--- src/rtl/booth_pkg.sv ---
// Shared constants, digit encoding and triplet decoder for the radix-4 Booth multiplier.
package booth_pkg;

    localparam int unsigned OP_W   = 8;
    localparam int unsigned PROD_W = 16;
    localparam int unsigned NUM_PP = 4;

    typedef enum logic [2:0] {
        ZERO,
        POS1,
        POS2,
        NEG1,
        NEG2
    } booth_digit_t;

    function automatic booth_digit_t booth_digit(input logic [2:0] trip);
        booth_digit_t dig;
        case (trip)
            3'b001, 3'b010: dig = POS1;
            3'b011:         dig = POS2;
            3'b100:         dig = NEG2;
            3'b101, 3'b110: dig = NEG1;
            default:        dig = ZERO;
        endcase
        return dig;
    endfunction

endpackage

--- src/rtl/booth_radix4_pp_gen.sv ---
// One radix-4 Booth partial product: selects 0, +-A or +-2A from a triplet of the multiplier,
// sign-extended to the product width and left unshifted.
module booth_radix4_pp_gen
    import booth_pkg::*;
(
    input  logic [OP_W-1:0]   a,
    input  logic [2:0]        trip,
    output logic [PROD_W-1:0] pp
);

    booth_digit_t    dig;
    logic [OP_W+1:0] a1;
    logic [OP_W+1:0] a2;
    logic [OP_W+1:0] val;

    // Two guard bits keep -2*(-128) = +256 representable before sign extension.
    always_comb begin
        dig = booth_digit(trip);
        a1  = {{2{a[OP_W-1]}}, a};
        a2  = {a1[OP_W:0], 1'b0};
        val = '0;
        case (dig)
            POS1:    val = a1;
            POS2:    val = a2;
            NEG1:    val = -a1;
            NEG2:    val = -a2;
            default: val = '0;
        endcase
        pp = {{(PROD_W - OP_W - 2){val[OP_W+1]}}, val};
    end

endmodule

--- src/rtl/booth_multiplier_8bit.sv ---
// Three-stage signed 8x8 radix-4 Booth multiplier: operand register, partial-product
// register, then a two-level adder tree into the product register.
module booth_multiplier_8bit
    import booth_pkg::*;
#(
    parameter int unsigned WIDTH   = OP_W,
    parameter int unsigned LATENCY = 3
) (
    input  logic                 clk,
    input  logic                 rst,
    input  logic [WIDTH-1:0]     A,
    input  logic [WIDTH-1:0]     B,
    output logic [2*WIDTH-1:0]   P
);

    if (WIDTH != OP_W || LATENCY != 3) begin : g_param_check
        $error("booth_multiplier_8bit supports only WIDTH=8, LATENCY=3");
    end

    logic [OP_W-1:0]   a_q;
    logic [OP_W-1:0]   b_q;
    logic [OP_W:0]     b_ext;
    logic [PROD_W-1:0] pp_raw [NUM_PP];
    logic [PROD_W-1:0] pp_sh  [NUM_PP];
    logic [PROD_W-1:0] pp_q   [NUM_PP];
    logic [PROD_W-1:0] sum_lo;
    logic [PROD_W-1:0] sum_hi;
    logic [PROD_W-1:0] sum;

    // Implicit B[-1] = 0 below the LSB.
    assign b_ext = {b_q, 1'b0};

    for (genvar i = 0; i < NUM_PP; i++) begin : g_pp
        booth_radix4_pp_gen u_pp_gen (
            .a    (a_q),
            .trip (b_ext[2*i+2:2*i]),
            .pp   (pp_raw[i])
        );
        assign pp_sh[i] = pp_raw[i] << (2 * i);
    end

    always_comb begin
        sum_lo = pp_q[0] + pp_q[1];
        sum_hi = pp_q[2] + pp_q[3];
        sum    = sum_lo + sum_hi;
    end

    always_ff @(posedge clk or posedge rst) begin
        if (rst) begin
            a_q <= '0;
            b_q <= '0;
            for (int i = 0; i < NUM_PP; i++) begin
                pp_q[i] <= '0;
            end
            P   <= '0;
        end else begin
            a_q <= A;
            b_q <= B;
            for (int i = 0; i < NUM_PP; i++) begin
                pp_q[i] <= pp_sh[i];
            end
            P   <= sum;
        end
    end

endmodule

--- config.mk ---
export PLATFORM = sky130hd
export DESIGN_NAME = booth_multiplier_8bit
export DESIGN_NICKNAME = d
export VERILOG_FILES = /design/src/rtl/booth_pkg.sv /design/src/rtl/booth_radix4_pp_gen.sv /design/src/rtl/booth_multiplier_8bit.sv
export SDC_FILE = /design/constraint.sdc
export NUM_CORES = 1
export LEC_CHECK = 0
export ABC_AREA = 0
export BUFFER_PORTS_ARGS = -buffer_cell sky130_fd_sc_hd__buf_2
export CAP_MARGIN = 20
export CORE_MARGIN = 2
export CORE_UTILIZATION = 45
export DETAILED_ROUTE_END_ITERATION = 10
export PLACE_DENSITY = 0.68
export REMOVE_ABC_BUFFERS = 1
export SYNTH_ARGS = -nofsm -noshare
export SYNTH_HDL_FRONTEND = slang
export SYNTH_SLANG_ARGS = --single-unit
--- constraint.sdc ---
create_clock -name clk -period 4.6 [get_ports clk]
set_input_delay 0.92 -clock clk [delete_from_list [all_inputs] [get_ports clk]]
set_output_delay 0.92 -clock clk [all_outputs]
set_load 0.05 [all_outputs]
Yosys cells after proc, flatten, opt, wreduce, memory -nomap -nowiden
Index checks and enable logic that the tools add are counted.
- register bits: 72
- input bits: 18
- output and inout bits: 16
- logic and storage cells: 63
- add/subtract/negate cells: 5
- equality and inequality tests: 37
- muxes and demuxes: 8
- reduce and logical (&&, ||, !) cells: 6
- operators by type and width (operator ; count):
    $pmux W10 S4 ; 4
    $eq A3 B2 Y1 const B ; 14
    $eq A3 B3 Y1 const B ; 13
    $pmux W3 S4 ; 3
    $add A16 B16 Y16 ; 2
    $eq A3 B1 Y1 const B ; 7
    $neg A10 Y10 ; 2
    $add A10 B12 Y13 ; 1
    $reduce_or A2 Y1 ; 6
    $pmux W3 S3 ; 1
    $eq A2 B2 Y1 const B ; 2
    $eq A2 B1 Y1 const B ; 1

Depth between registers and ports, before layout
Gate-level depths: netlist of the first run.
- word-level depth: 5
- depth in mapped cells: 17
- gate-level depth less buffers: 17

By module
From an unflattened synthesis of the first run, not the netlist that was laid out.
- cells, all modules: 635
- area total of the unflattened synthesis: 6160.9 um^2
- by module, submodules not included (module ; times used ; cells each ; area an instance (um^2) ; seq. area each (um^2)):
    booth_multiplier_8bit ; 1 ; 239 ; 3323.2 ; 2102.0
    booth_radix4_pp_gen ; 4 ; 99 ; 709.4 ; 0.0

Worst setup path before layout of the first run
No wires, ideal clock.
- kind: register to register
- from: register pp_q[34] (netlist name)
- to: register P[14]
- library setup time: 80 ps
- data arrival time: 3333 ps
- required time: 4520 ps
- slack: 1187 ps
- stages on the path, launching flop included: 18
- path buffers: 0
- clock period less this slack: 3413 ps
- path through: dfrtp_1 -> ha_1 -> inv_1 -> fa_1 -> nor2b_1 -> o31a_1 -> or2_2 -> nor2b_1 -> nor2_1 -> xnor2_1 -> fa_1 -> ha_1 -> o21a_1 -> o2bb2ai_1 -> a211oi_1 -> o21a_1 -> nor2_1 -> xnor2_1
- word-level cells in the longest chain between the ends: 2
- ends and longest elaborated chain (what ; line ; text):
    start, declared ; booth_multiplier_8bit.sv:25 ; logic [PROD_W-1:0] pp_q [NUM_PP];
    start signal, assigned by index ; booth_multiplier_8bit.sv:60 ; pp_q[i] <= pp_sh[i];
    $add A10 B12 Y13 ; booth_multiplier_8bit.sv:43 ; sum_lo = pp_q[0] + pp_q[1];
    $add A16 B16 Y16 ; booth_multiplier_8bit.sv:45 ; sum = sum_lo + sum_hi;
    named net sum[14] ; booth_multiplier_8bit.sv:28 ; logic [PROD_W-1:0] sum;
    end signal, assigned ; booth_multiplier_8bit.sv:62 ; P <= sum;
    end, declared ; booth_multiplier_8bit.sv:13 ; output logic [2*WIDTH-1:0] P
The timed path passes the listed nets, and every way through them passes these cells.

Worst setup path in the final report of the first run
- from: register pp_q[50] (netlist name)
- to: register P[15]
Same word-level chain as after synthesis.

==> impl_metrics.json, run 1 <==
{
  "status": "finished, final reports clean",
  "syn-cell-area_mm2": 0.004389,
  "rr_endpoint": "P[15]$_DFF_PP0_",
  "fill_cells": 922,
  "netlist-cell-type-count": 49,
  "ys_async_sr_fraction": 1.000,
  "setup-tns-final_ps": 0,
  "seq_area_mm2": 0.001802,
  "stdcell_area_mm2": 0.004817,
  "cts_hold_buf": 0,
  "final_core_util": 0.4997,
  "rows": 36,
  "rsz0062_at_grt": "no",
  "dpl.hpwl_mm": 6.699,
  "cp_max_fo": 3,
  "final_common_cell": "dfrtp_1",
  "grt_usage": 0.1991,
  "grt_max_degree": 38,
  "drv_cap": 0,
  "rr_startpoint": "pp_q[50]$_DFF_PP0_",
  "yosys.area.top_type": "dfrtp_1",
  "hold_class": "reg -> reg",
  "post_cts_resized": 0,
  "antenna_found_initial": 0,
  "cts_buffer_depth": 2,
  "tritoncts": "built",
  "ant_nets": 0,
  "post_cts_buffers": 0,
  "endpoint": "P[15]$_DFF_PP0_",
  "start_kind": "flop",
  "cts.htree.levels": 3,
  "cts_root_buffer": "clkbuf_8",
  "diodes": 0,
  "drive_gt1_frac": 0.1159,
  "synth_area_leaders": "dfrtp_1 41%, ha_1 6.6%, xnor2_1 5.8%",
  "multi_input_area_mm2": 0.002375,
  "grt_pass1_vias": 3328,
  "slew_headroom": 0.3324,
  "numCtsBuffers": 9,
  "portBuffers": 33,
  "synth_ff_type": "dfrtp_1",
  "startpoint": "pp_q[50]$_DFF_PP0_",
  "die_h_um": 102.8,
  "drtIter0Drc": 179,
  "peakVddDrop_mv": 0.2577,
  "synth.avg_cell_area_um2": 9.480,
  "io_pins": 34,
  "tightest_slew_ps": 1001,
  "syn_to_final_growth_pct": 9.749,
  "clkTransAtPathRegs_ps": 80,
  "synth-seq-cells": 72,
  "r2r_cells": 16,
  "fmax_mhz": 267.9,
  "reg2reg_slack_ps": 870,
  "worstHoldStart": "pp_q[49]$_DFF_PP0_",
  "cts.sinks": 72,
  "dr.pass1.iters": 5,
  "postPlaceCellArea_mm2": 0.004594,
  "yosysWarnings": 0,
  "setup_viol": 0,
  "total_power_w": 0.002253,
  "die-area_mm2": 0.01056,
  "start_util": 0.4553,
  "p_leak_nw": 2.162,
  "min_period_ps": 3732,
  "layout_common_cells": "72 x dfrtp_1, 50 x nor2_1, 40 x o21ai_0, 37 x nand2_1, 34 x a21oi_1",
  "synth-seq-area-share": 0.4105,
  "place.gp.congestion": 0.8749,
  "skew_ps": 8.154,
  "powerDensity_mw_per_mm2": 467.8,
  "cp.arrival_ps": 4020,
  "report.final.slew_viol_count": 0,
  "end_kind": "flop",
  "vias": 3392,
  "dpl.cell_count": 599,
  "hold_viol_final": 0,
  "insertion_delay_ps": 360,
  "die_w_um": 102.8,
  "fp.coreArea_mm2": 0.009639,
  "synth_edf_count": 0,
  "critical_path_class": "reg -> reg",
  "synth_cells": 463,
  "final_cells": 616,
  "grt_overflow_total": 0,
  "final_nets": 530,
  "routed_wl_mm": 9.352,
  "routedWlPerCell_um": 15.18,
  "vias_per_cell": 5.506,
  "synth_top_area_share": 0.4105,
  "required_ps": 4890,
  "grt_pass1_wl_mm": 16.04,
  "fin_crit_sh": 0.8114,
  "drc": 0
}
## metal layers
metal  global-route usage  wire, µm
met1               0.2683      4208
met4              0.09109       251
met2               0.3112      4286
met3              0.04068       607
met5                    0         0
## worst min path at each step
stage | slack (ps) | depth (start not counted) | endpoint
3_3_place_gp | 330 | 0 | P[1]$_DFF_PP0_
5_1_grt | 370 | 0 | P[0]$_DFF_PP0_
2_1_floorplan | 330 | 0 | P[0]$_DFF_PP0_
6_report | 350 | 0 | P[1]$_DFF_PP0_
3_5_place_dp | 340 | 0 | P[1]$_DFF_PP0_
4_1_cts | 360 | 0 | P[1]$_DFF_PP0_
## Yosys cell counts, drive strengths merged (2+ instances only)
| cell type | count |
|---|---|
| a211oi | 3 |
| a21o | 6 |
| a21oi | 34 |
| a221oi | 10 |
| a22o | 2 |
| a31oi | 3 |
| a32o | 3 |
| a32oi | 3 |
| and2 | 3 |
| buf | 9 |
| clkbuf | 23 |
| dfrtp | 72 |
| fa | 11 |
| ha | 23 |
| inv | 18 |
| mux2i | 15 |
| nand2 | 37 |
| nand2b | 6 |
| nand3 | 3 |
| nand3b | 3 |
| nor2 | 50 |
| nor2b | 5 |
| nor3 | 7 |
| o211ai | 3 |
| o21a | 8 |
| o21ai | 40 |
| o22ai | 5 |
| or3 | 3 |
| xnor2 | 29 |
| xor2 | 10 |
## area by class of cell
cell class / count / area share
clock buffer: 9 / 0.02571
clock inverter: 7 / 0.01481
inverter: 19 / 0.01481
multi-input combinational: 340 / 0.4930
sequential: 72 / 0.3740
tap: 133 / 0.03455
timing repair buffer: 36 / 0.04312
## registers in the layout, indices dropped and copies added, names as in the netlist
signal / count
b_q: 8
pp_q: 40
P: 16
a_q: 8
## cell families after synthesis
family | synth area share
AO/OA/AOI/OAI | 0.1896
XOR/XNOR | 0.07782
adder cells (fa/ha/maj) | 0.1157
buffers and inverters | 0.04846
flip-flops | 0.4105
multiplexers | 0.03421
AND/OR/NAND/NOR | 0.1237
## stage by stage
step / hold WS (ps) / setup WS [ps]
after CTS: 357.0 / 899.2
after global placement: 333.7 / 1025
after detailed placement: 336.4 / 910.1
after global routing: 368.6 / 555.9
after floorplan: 331.2 / 1187
final: 353.0 / 867.6
## worst max-delay path: stages (launching register included)
cell and delay [ps]:
dfrtp_1 340, ha_1 160, inv_1 50, fa_1 390, nor2b_1 180, o31a_1 190
o21a_1 120, nor2_1 40, xnor2_1 170, fa_1 450, ha_1 350, o21ai_0 300
a21oi_1 110, nor3_1 220, o21ai_0 210, a31oi_1 240, xnor2_1 140
## power breakdown
part           switching [W]  internal [W]
combinational       0.000606      0.000359
clock               0.000273      0.000212
sequential         0.0000610      0.000741
total               0.000941       0.00131
Power figures use the tool's default switching activity.
==> inputs of run 2 (changes only) <==
--- a/config.mk
+++ b/config.mk
@@ -5,7 +5,7 @@
 export SDC_FILE = /design/constraint.sdc
 export NUM_CORES = 1
 export LEC_CHECK = 0
-export ABC_AREA = 0
+export ABC_AREA = 1
 export BUFFER_PORTS_ARGS = -buffer_cell sky130_fd_sc_hd__buf_2
 export CAP_MARGIN = 20
 export CORE_MARGIN = 2
==> constraint.sdc (replaced) <==
create_clock -name clk -period 3.8 [get_ports clk]
set_input_delay 0.76 -clock clk [delete_from_list [all_inputs] [get_ports clk]]
set_output_delay 0.76 -clock clk [all_outputs]
set_load 0.05 [all_outputs]
==> impl_metrics.json, run 2 <==
{
  "syn_to_final_growth_pct": 12.01,
  "dr.pass1.iters": 7,
  "slew_headroom": 0.4447,
  "routed_wl_mm": 8.726,
  "clkTransAtPathRegs_ps": 80,
  "io_pins": 34,
  "top_register": "pp_q",
  "vias": 3169,
  "synth_edf_count": 0,
  "final_nets": 552,
  "grt_pass1_wl_mm": 14.74,
  "place.gp.congestion": 0.9565,
  "ant_nets": 0,
  "powerDensity_mw_per_mm2": 597.1,
  "skew_ps": 18.19,
  "synth_area_leaders": "dfrtp_1 45%, nand2_1 10%, ha_1 7.2%",
  "min_period_ps": 3343,
  "stdcell_area_mm2": 0.004492,
  "grt_overflow_total": 0,
  "setup-tns-final_ps": 0,
  "postPlaceCellArea_mm2": 0.004313,
  "diodes": 0,
  "tightest_slew_ps": 827.1,
  "cp.arrival_ps": 3600,
  "top_usage_layer": "met2",
  "routedWlPerCell_um": 14.23,
  "yosysWarnings": 0,
  "fp.coreArea_mm2": 0.008678,
  "yosysMostFrequentCell": "nand2_1",
  "grt_use_met3": 0.04366,
  "die_w_um": 98.40,
  "yosys.area.top_type": "dfrtp_1",
  "cp_max_fo": 5,
  "status": "finished, final reports clean",
  "fill_cells": 829,
  "drc": 0,
  "die-area_mm2": 0.009683,
  "end_kind": "flop",
  "grt_pass1_vias": 3172,
  "post_cts_buffers": 0,
  "cts.sinks": 72,
  "hold_class": "reg -> reg",
  "fin_crit_sh": 0.8798,
  "cts_hold_buf": 0,
  "required_ps": 4050,
  "synth-seq-cells": 72,
  "hold_slack_ps": 353.3,
  "cts.htree.levels": 3,
  "drv_cap": 0,
  "p_leak_nw": 2.283,
  "hold_viol_final": 0,
  "die_h_um": 98.40,
  "dpl.hpwl_mm": 6.795,
  "synth-seq-area-share": 0.4493,
  "vias_per_cell": 5.170,
  "ys_async_sr_fraction": 1.000,
  "start_util": 0.4621,
  "syn-cell-area_mm2": 0.004010,
  "peakVddDrop_mv": 0.3033,
  "rsz0062_at_grt": "no",
  "start_kind": "flop",
  "grt_max_degree": 52,
  "largest_reg_flops": 40,
  "ys_top_cells_by_count": "112 x nand2_1, 72 x dfrtp_1, 65 x inv_1",
  "numCtsBuffers": 9,
  "final_common_cell": "nand2_1",
  "synth_top_area_share": 0.4493,
  "synth.avg_cell_area_um2": 8.794,
  "synth_cells": 456,
  "grt_usage": 0.1914,
  "insertion_delay_ps": 360,
  "tritoncts": "built",
  "portBuffers": 33,
  "cts_root_buffer": "clkbuf_8",
  "post_cts_resized": 0,
  "drive_gt1_frac": 0.1307,
  "rows": 34,
  "cts_buffer_depth": 2,
  "layout_common_cells": "112 x nand2_1, 72 x dfrtp_1, 64 x inv_1, 33 x buf_2, 32 x nand3_1",
  "fmax_mhz": 299.1,
  "critical_path_class": "reg -> reg",
  "setup_viol": 0,
  "use_met2": 0.3192,
  "netlist-cell-type-count": 30,
  "largestRegisters": "pp_q (40), P (16)",
  "report.final.slew_viol_count": 0,
  "use_met1": 0.2491,
  "final_core_util": 0.5176,
  "antenna_found_initial": 0,
  "drtIter0Drc": 177,
  "synth_ff_type": "dfrtp_1"
}
==> run 2: cell types whose count changed in the layout (fill, tap and decap cells not counted), sizes merged, moves of 14 or more <==
cell,change
inv,+50
mux2i,-15
xnor2,-20
a21oi,-14
nand2,+75
nor2,-19
o21ai,-21
nand3,+29
==> run 2: worst max-delay path, stage by stage, from the launching register on <==
cell and delay [ps]:
dfrtp_1 340, ha_1 210, inv_1 80, fa_1 430, inv_1 100, nand3_1 120
nand3_1 120, nand2_1 80, nand2_1 190, fa_1 450, ha_1 380, inv_1 80
o21ai_0 240, a31oi_1 160, nand3_1 130, inv_1 50, nand2_1 50, nand2_1 40
==> run 2: path summary, 6_finish.rpt <==
check,cells after the start,slack [ps],from,to
min reg2reg,0,350,pp_q[48]$_DFF_PP0_,P[0]$_DFF_PP0_
max in group asynchronous,3,2430,rst,pp_q[13]$_DFF_PP0_
max,17,460,pp_q[34]$_DFF_PP0_,P[15]$_DFF_PP0_
min,0,350,pp_q[48]$_DFF_PP0_,P[0]$_DFF_PP0_
min in group asynchronous,2,400,rst,b_q[3]$_DFF_PP0_
max reg2reg,17,460,pp_q[34]$_DFF_PP0_,P[15]$_DFF_PP0_
==> run 2: logic make-up after synthesis <==
family | after synthesis | synth area share
buffers and inverters | 73 | 0.06864
AO/OA/AOI/OAI | 71 | 0.1076
AND/OR/NAND/NOR | 186 | 0.1994
XOR/XNOR | 20 | 0.04836
adder cells (fa/ha/maj) | 34 | 0.1267
flip-flops | 72 | 0.4493
==> run 2: area by class of cell <==
class                      instances  area [µm²]  share of cell area
timing repair buffer              34       172.7             0.03844
tap                              108       135.1             0.03008
clock inverter                     7       55.05             0.01226
multi-input combinational        311        1933              0.4304
sequential                        72        1802              0.4011
inverter                          72       270.3             0.06017
clock buffer                       9       123.9             0.02758
==> run 2: metrics by stage <==
step | setup WS [ps] | std cells | total power, W
5_1_grt | 185.0 | 613 | 0.002875
6_report | 456.7 | 613 | 0.002682
3_5_place_dp | 470.2 | 597 | 0.002148
3_3_place_gp | 569.9 | 597 | 0.002124
2_1_floorplan | 880.3 | 455 | 0.001888
4_1_cts | 477.2 | 613 | 0.002710
==> run 2: layer usage <==
layer	wire length, µm	vias up
met5	0	-
met4	253	0
met3	473	27
met2	4134	116
met1	3865	1453
li1	-	1573
==> run 2: power by group <==
group / switching, W / internal (W)
clock network: 0.000312 / 0.000242
registers: 0.0000472 / 0.000897
logic: 0.000807 / 0.000376
total: 0.00117 / 0.00152
==> inputs of run 3 (changes only) <==
--- a/config.mk
+++ b/config.mk
@@ -11,8 +11,10 @@
 export CORE_MARGIN = 2
 export CORE_UTILIZATION = 45
 export DETAILED_ROUTE_END_ITERATION = 10
-export PLACE_DENSITY = 0.68
+export PLACE_DENSITY = 0.7
 export REMOVE_ABC_BUFFERS = 1
+export SETUP_SLACK_MARGIN = 0.5
 export SYNTH_ARGS = -nofsm -noshare
 export SYNTH_HDL_FRONTEND = slang
 export SYNTH_SLANG_ARGS = --single-unit
+export TNS_END_PERCENT = 5
==> impl_metrics.json, run 3 (synthesized netlist as in run 2, its figures left out) <==
{
  "tightest_slew_ps": 743.4,
  "cp_slowest_cell": "fa_1",
  "skew_ps": 15.12,
  "ant_nets": 0,
  "clkTransAtPathRegs_ps": 90,
  "final_nets": 552,
  "grt_usage": 0.1938,
  "rows": 34,
  "numCtsBuffers": 9,
  "cts.htree.levels": 3,
  "drc": 0,
  "setup_viol": 0,
  "die_w_um": 98.40,
  "routedWlPerCell_um": 14.53,
  "insertion_delay_ps": 360,
  "required_ps": 4050,
  "routed_wl_mm": 8.904,
  "layout_common_cells": "111 x nand2_1, 72 x dfrtp_1, 64 x inv_1, 33 x buf_2, 32 x nand3_1",
  "seq_area_mm2": 0.001802,
  "final_common_cell": "nand2_1",
  "vias": 3276,
  "final_cells": 613,
  "report.final.slew_viol_count": 0,
  "cts_hold_buf": 0,
  "largest_reg_flops": 40,
  "cp.arrival_ps": 3360,
  "min_period_ps": 3114,
  "antenna_found_initial": 0,
  "fin_crit_sh": 0.8196,
  "cts.sinks": 72,
  "slowest_delay_ps": 470,
  "fmax_mhz": 321.1,
  "peakVddDrop_mv": 0.2558,
  "rr_startpoint": "pp_q[40]$_DFF_PP0_",
  "grt_max_degree": 56,
  "multi_input_area_mm2": 0.001987,
  "drv_cap": 0,
  "path_cells": "ha_1 > nand2_1 > nor2_1 > nand3_1 > nand4_1 > xor2_1 > fa_1 > ha_2 > nand2_1 > nor3_2 > nand3_1 > nand3_1 > inv_1 > nand2_1 > nand2_1",
  "largestRegisters": "pp_q (40), P (16)",
  "hold_class": "in -> async",
  "setup-tns-final_ps": 0,
  "die-area_mm2": 0.009683,
  "p_leak_nw": 2.297,
  "status": "finished, final reports clean",
  "crit_path_frequent_cell": "nand2_1",
  "start_kind": "flop",
  "cts_buffer_depth": 2,
  "end_kind": "flop",
  "fill_cells": 802,
  "powerDensity_mw_per_mm2": 624.9,
  "slew_headroom": 0.5008,
  "io_pins": 34,
  "grt_pass1_wl_mm": 14.68,
  "diodes": 0,
  "dpl.cell_count": 597,
  "grt_overflow_total": 0,
  "tritoncts": "built",
  "place.gp.congestion": 0.9500,
  "portBuffers": 33,
  "start_util": 0.4621,
  "rsz0062_at_grt": "yes",
  "die_h_um": 98.40,
  "grt_pass1_vias": 3143,
  "dr.pass1.iters": 5,
  "vias_per_cell": 5.344,
  "hold_viol_final": 0,
  "cts_root_buffer": "clkbuf_8",
  "cp_max_fo": 6,
  "drive_gt1_frac": 0.1584,
  "syn_to_final_growth_pct": 14.51,
  "top_register": "pp_q",
  "critical_path_class": "reg -> reg",
  "post_cts_buffers": 0,
  "drtIter0Drc": 211,
  "dpl.hpwl_mm": 6.857,
  "fp.coreArea_mm2": 0.008678,
  "startpoint": "pp_q[40]$_DFF_PP0_"
}
-- run 3: cell count changes in the layout (fill, tap and decap cells not counted), moves of 3 or more --
cell,change
a21oi_1,-3
a21oi_2,+3
ha_1,-6
ha_2,+5
-- run 3: final timing paths --
| path | cells after the start | end | slack [ps] |
|---|---|---|---|
| worst max-delay path | 15 | P[15]$_DFF_PP0_ | 690 |
| worst min-delay path | 2 | pp_q[52]$_DFF_PP0_ | 360 |
| worst max register to register | 15 | P[15]$_DFF_PP0_ | 690 |
| worst min register to register | 0 | P[1]$_DFF_PP0_ | 360 |
| max in group asynchronous | 3 | pp_q[42]$_DFF_PP0_ | 2470 |
| min in group clk | 0 | P[1]$_DFF_PP0_ | 360 |
-- run 3: timing repair --
item,CTS,global route
pin swaps,0,2
resized for setup,1,13
endpoints found under the setup margin,1,5
-- run 3: metal layers --
metal,wire length [µm],vias up,part of all wire,global-route usage
li1,-,1580,-,-
met1,3828,1511,0.43,0.2512
met2,4172,150,0.47,0.3182
met3,591,35,0.066,0.04366
met4,311,0,0.035,0.07482
met5,0,-,0,0
-- run 3: per-stage QoR --
| stage | hold slack (ps) | instance area, µm² | power, W | util | setup slack (ps) |
|---|---|---|---|---|---|
| 4_1_cts | 356.2 | 4543 | 0.002861 | 0.5235 | 543.2 |
| 3_3_place_gp | 333.1 | 4313 | 0.002122 | 0.4970 | 595.0 |
| 6_report | 359.8 | 4592 | 0.002869 | 0.5291 | 685.6 |
| 2_1_floorplan | 331.2 | 4005 | 0.001888 | - | 880.3 |
| 5_1_grt | 384.9 | 4592 | 0.003072 | 0.5291 | 448.3 |
| 3_5_place_dp | 336.5 | 4313 | 0.002151 | 0.4970 | 511.1 |
-- run 3: final cells by class --
cell class / instances / area share
multi-input combinational: 311 / 0.4327
sequential: 72 / 0.3924
inverter: 72 / 0.05886
timing repair buffer: 34 / 0.03760
tap: 108 / 0.02943
clock buffer: 9 / 0.02698
clock inverter: 7 / 0.02207
-- run 3: power breakdown --
| group | switching (W) | internal (W) |
|---|---|---|
| combinational | 0.000835 | 0.000401 |
| sequential | 0.0000463 | 0.000897 |
| clock | 0.000313 | 0.000376 |
| total | 0.00119 | 0.00167 |
-- run 3: worst max-delay path: cells and delay by family (launching register included) --
family,cells,cell delay [ps]
fa+ha+maj,3,1230
simple gates,10,1080
flops,1,390
xor+xnor,1,250
buf+inv,1,50
